===== config.mk =====
export PLATFORM = sky130hd
export DESIGN_NAME = fpu_op_issue
export DESIGN_NICKNAME = d
export VERILOG_FILES = /design/src/rtl/fpu_op_issue.sv
export SDC_FILE = /design/constraint.sdc
export NUM_CORES = 1
export LEC_CHECK = 0
export CELL_PAD_IN_SITES_DETAIL_PLACEMENT = 2
export CELL_PAD_IN_SITES_GLOBAL_PLACEMENT = 2
export CORE_UTILIZATION = 37
export DETAILED_ROUTE_END_ITERATION = 16
export HOLD_SLACK_MARGIN = 0.03
export PLACE_DENSITY = 0.93
export SLEW_MARGIN = 20
export SYNTH_ARGS = -nofsm -noshare
export SYNTH_HDL_FRONTEND = slang
export SYNTH_SLANG_ARGS = --single-unit

===== constraint.sdc =====
create_clock -name clk -period 12.04 [get_ports clk]
set_input_delay 2.408 -clock clk [delete_from_list [all_inputs] [get_ports clk]]
set_output_delay 2.408 -clock clk [all_outputs]
set_load 0.05 [all_outputs]

===== src/rtl/fpu_op_issue.sv =====
// ---------------------------------------------------------------------------
// fpu_op_issue
//
// Issue/capture stage wrapped around a combinational float32 add/sub ALU.
// Requests are buffered in a small FIFO, operands are registered into the
// ALU, and IEEE special cases the ALU cannot handle (zero, denormal, Inf,
// NaN, exact cancellation) are resolved by bypass. The final result is
// registered behind a valid/ready output handshake.
//
// Ports:
//   clk            clock, all state changes on the rising edge
//   rst_n          synchronous active-low reset
//   in_valid/in_ready/in_op/in_a/in_b   request channel (op: 0 = A+B, 1 = A-B)
//   alu_operation/alu_opa/alu_opb       registered operands driven to the ALU
//   alu_result     combinational ALU result, sampled in EXEC
//   out_valid/out_ready/out_result      result channel
//   out_flags      {invalid, overflow, zero, bypass}, valid while out_valid=1
// ---------------------------------------------------------------------------
module fpu_op_issue #(
  parameter int unsigned FIFO_DEPTH = 2,
  parameter logic [31:0] QNAN       = 32'h7FC00000
) (
  input  logic        clk,
  input  logic        rst_n,
  input  logic        in_valid,
  output logic        in_ready,
  input  logic        in_op,
  input  logic [31:0] in_a,
  input  logic [31:0] in_b,
  output logic        alu_operation,
  output logic [31:0] alu_opa,
  output logic [31:0] alu_opb,
  input  logic [31:0] alu_result,
  output logic        out_valid,
  input  logic        out_ready,
  output logic [31:0] out_result,
  output logic [3:0]  out_flags
);

  localparam int unsigned PtrW = (FIFO_DEPTH > 1) ? $clog2(FIFO_DEPTH) : 1;
  localparam int unsigned CntW = $clog2(FIFO_DEPTH + 1);

  typedef enum logic [1:0] {StIdle, StExec, StDone} state_e;

  // -------------------------------------------------------------------------
  // Request FIFO: entry = {op, a, b}
  // -------------------------------------------------------------------------
  logic [64:0]     r_mem [FIFO_DEPTH];
  logic [PtrW-1:0] r_wptr;
  logic [PtrW-1:0] r_rptr;
  logic [CntW-1:0] r_count;

  logic            w_full;
  logic            w_empty;
  logic            w_push;
  logic            w_pop;
  logic [64:0]     w_head;

  assign w_full   = (r_count == CntW'(FIFO_DEPTH));
  assign w_empty  = (r_count == '0);
  // A full FIFO never accepts, even if the FSM pops in the same cycle.
  assign in_ready = !w_full;
  assign w_push   = in_valid && !w_full;
  assign w_head   = r_mem[r_rptr];

  always_ff @(posedge clk) begin
    if (w_push) begin
      r_mem[r_wptr] <= {in_op, in_a, in_b};
    end
  end

  // Depth is a power of two, so pointers wrap naturally.
  always_ff @(posedge clk) begin
    if (!rst_n) begin
      r_wptr  <= '0;
      r_rptr  <= '0;
      r_count <= '0;
    end else begin
      if (w_push) r_wptr <= r_wptr + PtrW'(1);
      if (w_pop)  r_rptr <= r_rptr + PtrW'(1);
      unique case ({w_push, w_pop})
        2'b10:   r_count <= r_count + CntW'(1);
        2'b01:   r_count <= r_count - CntW'(1);
        default: r_count <= r_count;
      endcase
    end
  end

  // -------------------------------------------------------------------------
  // Operand classification and bypass precompute on the FIFO head
  // -------------------------------------------------------------------------
  logic        w_h_op;
  logic [31:0] w_h_a;
  logic [31:0] w_h_b;
  logic        w_sa;
  logic        w_sb;
  logic        w_a_zero;
  logic        w_b_zero;
  logic        w_a_inf;
  logic        w_b_inf;
  logic        w_a_nan;
  logic        w_b_nan;

  assign w_h_op   = w_head[64];
  assign w_h_a    = w_head[63:32];
  assign w_h_b    = w_head[31:0];
  assign w_sa     = w_h_a[31];
  // Subtraction is addition with B's sign flipped.
  assign w_sb     = w_h_b[31] ^ w_h_op;
  // Exponent 0 covers denormals too: they are flushed to signed zero.
  assign w_a_zero = (w_h_a[30:23] == 8'h00);
  assign w_b_zero = (w_h_b[30:23] == 8'h00);
  assign w_a_inf  = (w_h_a[30:23] == 8'hFF) && (w_h_a[22:0] == '0);
  assign w_b_inf  = (w_h_b[30:23] == 8'hFF) && (w_h_b[22:0] == '0);
  assign w_a_nan  = (w_h_a[30:23] == 8'hFF) && (w_h_a[22:0] != '0);
  assign w_b_nan  = (w_h_b[30:23] == 8'hFF) && (w_h_b[22:0] != '0);

  logic        w_byp_en;
  logic [31:0] w_byp_res;
  logic [3:0]  w_byp_flags;

  // Priority chain; the first matching rule wins.
  always_comb begin
    w_byp_en    = 1'b1;
    w_byp_res   = '0;
    w_byp_flags = 4'b0001;
    if (w_a_nan || w_b_nan) begin
      w_byp_res   = QNAN;
      w_byp_flags = 4'b1001;
    end else if (w_a_inf && w_b_inf && (w_sa != w_sb)) begin
      w_byp_res   = QNAN;
      w_byp_flags = 4'b1001;
    end else if (w_a_inf) begin
      w_byp_res   = {w_sa, w_h_a[30:0]};
    end else if (w_b_inf) begin
      w_byp_res   = {w_sb, w_h_b[30:0]};
    end else if (w_a_zero && w_b_zero) begin
      w_byp_res   = {w_sa && w_sb, 31'h0};
      w_byp_flags = 4'b0011;
    end else if (w_a_zero) begin
      w_byp_res   = {w_sb, w_h_b[30:0]};
    end else if (w_b_zero) begin
      w_byp_res   = w_h_a;
    end else if ((w_sa != w_sb) && (w_h_a[30:0] == w_h_b[30:0])) begin
      w_byp_res   = 32'h0;
      w_byp_flags = 4'b0011;
    end else begin
      w_byp_en    = 1'b0;
      w_byp_flags = 4'b0000;
    end
  end

  // -------------------------------------------------------------------------
  // ALU result post-processing
  // -------------------------------------------------------------------------
  logic        w_alu_ovf;
  logic        w_alu_zero;
  logic [31:0] w_alu_res;
  logic [3:0]  w_alu_flags;

  assign w_alu_ovf   = (alu_result[30:23] == 8'hFF);
  assign w_alu_zero  = (alu_result[30:0] == '0);
  // Exponent saturation is reported as a clean signed infinity.
  assign w_alu_res   = w_alu_ovf ? {alu_result[31], 8'hFF, 23'h0} : alu_result;
  assign w_alu_flags = {1'b0, w_alu_ovf, w_alu_zero, 1'b0};

  // -------------------------------------------------------------------------
  // Control FSM
  // -------------------------------------------------------------------------
  state_e r_state;
  state_e w_state_next;
  logic   w_capture;
  logic   w_out_clr;

  always_ff @(posedge clk) begin
    if (!rst_n) begin
      r_state <= StIdle;
    end else begin
      r_state <= w_state_next;
    end
  end

  always_comb begin
    w_state_next = r_state;
    unique case (r_state)
      StIdle: begin
        if (!w_empty) w_state_next = StExec;
      end
      StExec: begin
        w_state_next = StDone;
      end
      StDone: begin
        if (out_ready) w_state_next = w_empty ? StIdle : StExec;
      end
      default: w_state_next = StIdle;
    endcase
  end

  always_comb begin
    w_pop     = 1'b0;
    w_capture = 1'b0;
    w_out_clr = 1'b0;
    unique case (r_state)
      StIdle: begin
        w_pop = !w_empty;
      end
      StExec: begin
        w_capture = 1'b1;
      end
      StDone: begin
        w_out_clr = out_ready;
        w_pop     = out_ready && !w_empty;
      end
      default: ;
    endcase
  end

  // -------------------------------------------------------------------------
  // Datapath registers
  // -------------------------------------------------------------------------
  logic        r_alu_op;
  logic [31:0] r_alu_a;
  logic [31:0] r_alu_b;
  logic        r_byp_en;
  logic [31:0] r_byp_res;
  logic [3:0]  r_byp_flags;
  logic        r_out_valid;
  logic [31:0] r_out_result;
  logic [3:0]  r_out_flags;

  // Operands and bypass info load together on pop and hold otherwise.
  always_ff @(posedge clk) begin
    if (!rst_n) begin
      r_alu_op    <= 1'b0;
      r_alu_a     <= '0;
      r_alu_b     <= '0;
      r_byp_en    <= 1'b0;
      r_byp_res   <= '0;
      r_byp_flags <= '0;
    end else if (w_pop) begin
      r_alu_op    <= w_h_op;
      r_alu_a     <= w_h_a;
      r_alu_b     <= w_h_b;
      r_byp_en    <= w_byp_en;
      r_byp_res   <= w_byp_res;
      r_byp_flags <= w_byp_flags;
    end
  end

  always_ff @(posedge clk) begin
    if (!rst_n) begin
      r_out_valid  <= 1'b0;
      r_out_result <= '0;
      r_out_flags  <= '0;
    end else if (w_capture) begin
      r_out_valid  <= 1'b1;
      r_out_result <= r_byp_en ? r_byp_res : w_alu_res;
      r_out_flags  <= r_byp_en ? r_byp_flags : w_alu_flags;
    end else if (w_out_clr) begin
      r_out_valid  <= 1'b0;
    end
  end

  assign alu_operation = r_alu_op;
  assign alu_opa       = r_alu_a;
  assign alu_opb       = r_alu_b;
  assign out_valid     = r_out_valid;
  assign out_result    = r_out_result;
  assign out_flags     = r_out_flags;

endmodule


==> results list <==
* Most used DFF post-synth: sky130_fd_sc_hd__dfxtp_1
- The die covers between 30000 and 40000 um2.
- Clock sink count: approximately 270
- The worst setup path is captured at a flip-flop.
* Cell types occupying the most area after synthesis: sky130_fd_sc_hd__edfxtp_1, sky130_fd_sc_hd__dfxtp_1, sky130_fd_sc_hd__o211a_1, sky130_fd_sc_hd__mux2i_1, sky130_fd_sc_hd__nand2_1
- Clock H-tree levels: 1
- For this run, global-route usage on met1 was measured as roughly a third.
- Pwr Density: roughly 270 nW/um2
- Total CTS buffers: 30
- Origin of the worst setup path: out_ready
* Final Cycle Share: 41.0%
* Total area of multi-input combinational cells: approximately 4100 um2
* Count of final setup violators: 0
- Final worst-path setup slack: between 7 and 8 ns
* Final-stage net count: 1224
- The tool flagged a number of max-cap violations equal to 0.
- At the end of routability-driven placement, the weighted congestion stood at slightly above 0.8.
- Number of DRC violations after detailed-routing iteration 0: 662
- Global Route Usage Sum: between 20% and 30%
- Via density per instance: between 5 and 6
- CTS tree: yes
* Detail Placement HPWL: roughly 28000 um
- For this run, the number of Yosys warnings is 0.
* Combinational Power Share: ~40%
- The tree is rooted in a sky130_fd_sc_hd__clkbuf_16.
- In the synthesized netlist, the number of instances is about 940.
- Category of the worst setup path launch point: primary input
- The analysis attributes to net switching a power of 1.64 mW.
- The hold violation total from the final report is 0.
- For this run, global-route usage on met2 was measured as 45.0%.
- Initial Util: 37.9%
* Number of distinct standard cells referenced by the synthesized netlist: 61
- Cells on worst reg2reg path: 8
- For this run, the register share of the synthesized area comes to between 50% and 60%.
- Register bit count reported by yosys: about 270
* Area added between synthesis and finish: 28.9%
- Maximum clock frequency: 202 MHz
- Routing usage on met3: 3.89%
- Most frequent standard cell in the layout excluding fill and tap cells: sky130_fd_sc_hd__clkdlybuf4s50_1
* Maximum buffer depth of the clock tree: 3
* Clock transition at the register clock pins on the worst setup and hold paths after CTS: 0.06 ns
- The most critical setup path has its endpoint at r_byp_res[31].
- Worst slew pin tran: approximately 1.1 ns
* Largest fanout of any net on the critical path: 85
* First-pass iteration count of the detailed router: 5
- Required time of the critical path: between 10 and 15 ns
* Category of the most critical setup path: in -> reg
- Clock latency on the worst-skew pair: 0.57 ns
* Post-Route Setup TNS: 0 ns
- The floorplan has 63 rows.
- Slew Limit Fails: 0
- Most area-hungry cell type in the Yosys netlist: sky130_fd_sc_hd__edfxtp_1
- Relative contribution of the clock network to total power: approximately 25%
- The number of antenna violations at the first check in global routing was 1.
* Slack of the worst reg-to-reg path: roughly 7 ns
- In this run the worst hold path is classified as reg -> reg.
- Average wire per cell in the routed design: ~27 um
- Unrepaired setup endpoints after global routing: false
- Peak supply drop: between 0.15 and 0.2 mV
- At the placement stage, the worst setup path has a slack of approximately 6.6 ns.
* Most heavily used metal layer in global routing: met2
- Across all layers, the routed design uses approximately 8800 vias.
- FFs w/ async S/R, synth: 0%
* Number of port buffers: a little over 200
* Global route total overflow: 0
- IO Count: around 200
- Per report_power, the sequential group accounts for between 30% and 40% of the total.
- Share of Yosys cell area claimed by the top area cell type: between 30% and 40%
* Fillers: 2891
* Total Wirelength: about 41000 um
- Summing every instance area after synthesis gives ~11000 um2.
- Headroom to the max-slew limit came out at approximately 29%.
- Maximum number of pins on one net before global-route repair: 88
* Postcts setup bufs: 0
* Time the final worst path needs with I/O delays and setup: 4.94 ns
- Static Leak: ~5.6 nW
- Switching Share: 41.9%
- Cell internal power was estimated by the tool at between 2 and 2.5 mW.
- The first global-routing pass estimated 61700 um of wire.
* Synth Area per Inst: 12.0 um2
* CTS-repair resized insts: 0
- The sequential cells in the finished layout cover a total of between 6000 and 7000 um2.
- Number of nets produced by synthesis: around 1000
* Vias in the first global route: about 9600
- In this run, post-CTS hold repair placed 0 buffers.
- In this run the horizontal extent of the chip is between 150 and 200 um.
- Of the cells placed in the final design, the portion with a size suffix greater than 1 is between 8 and 9%.
* Floorplan core area: between 20000 and 30000 um2
- The flow ran to the end, and the final reports show no timing, DRC or antenna violations.
* Antenna viol nets, final: 0
- In this run, synthesis inferred 130 flip-flops with an integrated enable.
- Leading cell types in the layout, fill and taps excluded: sky130_fd_sc_hd__clkdlybuf4s50_1, sky130_fd_sc_hd__dfxtp_1, sky130_fd_sc_hd__edfxtp_1
- For this run, design rule violations remaining after detail routing come to 0.
* Critical path arrival: about 5.4 ns
- The worst register-to-register path ends at r_byp_res[31].
- The floorplan step set the die height to 177 um.
* Setup Skew: roughly 0.026 ns
-- power by group through the flow --
| stage | clock (mW) | sequential, mW | combinational, mW |
|---|---|---|---|
| final | 0.961 | 1.39 | 1.57 |
| after global routing | 1.00 | 1.41 | 1.64 |
| after CTS | 0.971 | 1.39 | 1.58 |
| after detailed placement | 0 | 1.40 | 1.54 |
| after global placement | 0 | 1.38 | 1.47 |
| after floorplan | 0 | 1.76 | 0.638 |
-- synth_stat cells (5+ instances only) --
master                     number
sky130_fd_sc_hd__o211a_1       67
sky130_fd_sc_hd__dfxtp_1      144
sky130_fd_sc_hd__nand4_1       18
sky130_fd_sc_hd__nor4_1        23
sky130_fd_sc_hd__edfxtp_1     130
sky130_fd_sc_hd__nor2_1        29
sky130_fd_sc_hd__o21ba_1        7
sky130_fd_sc_hd__a21oi_1       11
sky130_fd_sc_hd__a31oi_1       25
sky130_fd_sc_hd__nor3_1         9
sky130_fd_sc_hd__buf_6          9
sky130_fd_sc_hd__buf_1          6
sky130_fd_sc_hd__mux2i_2        5
sky130_fd_sc_hd__o22ai_1       24
sky130_fd_sc_hd__nand3_1       30
sky130_fd_sc_hd__o21ai_1       16
sky130_fd_sc_hd__mux2i_1       64
sky130_fd_sc_hd__a22o_1        22
sky130_fd_sc_hd__xnor2_1       30
sky130_fd_sc_hd__o21ai_0       16
sky130_fd_sc_hd__and2_1         6
sky130_fd_sc_hd__inv_1          7
sky130_fd_sc_hd__clkbuf_1      39
sky130_fd_sc_hd__a211oi_1       8
sky130_fd_sc_hd__nand2_1      125
sky130_fd_sc_hd__xor2_1         6
sky130_fd_sc_hd__nor3b_1        5
-- worst min-delay path by stage --
| stage | to | from | slack [ns] | cells past startpoint |
|---|---|---|---|---|
| 2_1_floorplan | r_byp_res[31] | r_byp_res[31] | 0.44 | 1 |
| 3_3_place_gp | out_flags[3] | out_flags[3] | 0.45 | 2 |
| 3_5_place_dp | out_flags[3] | out_flags[3] | 0.48 | 2 |
| 4_1_cts | out_flags[3] | out_flags[3] | 0.48 | 2 |
| 5_1_grt | out_result[9] | out_result[9] | 0.52 | 2 |
| 6_report | out_flags[3] | out_flags[3] | 0.48 | 2 |
-- critical path, cell delays in order --
cell                              delay (ns)
sky130_fd_sc_hd__clkdlybuf4s50_1        0.50
sky130_fd_sc_hd__inv_1                  0.06
sky130_fd_sc_hd__a21oi_1                0.14
sky130_fd_sc_hd__o21ai_0                0.28
sky130_fd_sc_hd__inv_4                  0.74
sky130_fd_sc_hd__and2_1                 0.28
sky130_fd_sc_hd__and2_1                 0.68
sky130_fd_sc_hd__a32o_1                 0.31
-- cell families (layout without fill, tap and decap cells) --
group                      count (synthesis)  after routing  share of synthesized area [%]
xor gates and xnor gates                  36             36                           2.79
other                                      0              1                              0
adders and majority gates                  2              2                          0.221
buffers and inverters                     74            278                           3.68
DFF                                      274            274                           60.0
muxes                                     74             74                           7.06
AOI/OAI and AO/OA                        213            213                           14.8
and+or+nand+nor                          268            268                           11.5
-- area by class of cell --
| type | count | share of cell area [%] |
|---|---|---|
| Clock inverter | 17 | 1.24 |
| Timing Repair Buffer | 213 | 14.4 |
| Multi-Input combinational cell | 593 | 28.4 |
| Sequential cell | 274 | 46.5 |
| Clock buffer | 39 | 5.86 |
| Inverter | 9 | 0.249 |
| Antenna cell | 1 | 0.0171 |
| Tap cell | 390 | 3.34 |
-- metrics by stage --
stage               power [mW]  std cells  area [um2]  utilization (%)  hold slack (ns)
floorplan                 2.39        941       11300                -            0.442
global placement          2.85       1479       13500             45.4            0.455
detailed placement        2.94       1479       13600             45.4            0.476
CTS                       3.94       1535       14600             48.8            0.483
global route              4.06       1535       14600             48.8            0.517
finish                    3.92       1536       14600             48.8            0.477
-- state kept, by name, indices dropped and copies added, names as in the netlist, named ones only --
register and flops:
r_wptr 1, r_byp_flags 3, r_byp_res 32, out_flags 4, alu_operation 1, r_state 2
alu_opb 32, out_valid 1, r_rptr 1, r_count 2, r_mem 130, out_result 32
alu_opa 32
-- per-layer routing --
| layer | vias to the layer above | share of wire (%) |
|---|---|---|
| met1 | 4437 | 42 |
| met4 | 0 | 3.6 |
| li1 | 3903 | - |
| met2 | 399 | 48 |
| met5 | - | 0 |
| met3 | 97 | 6.1 |
Power figures use the tool's default switching activity.
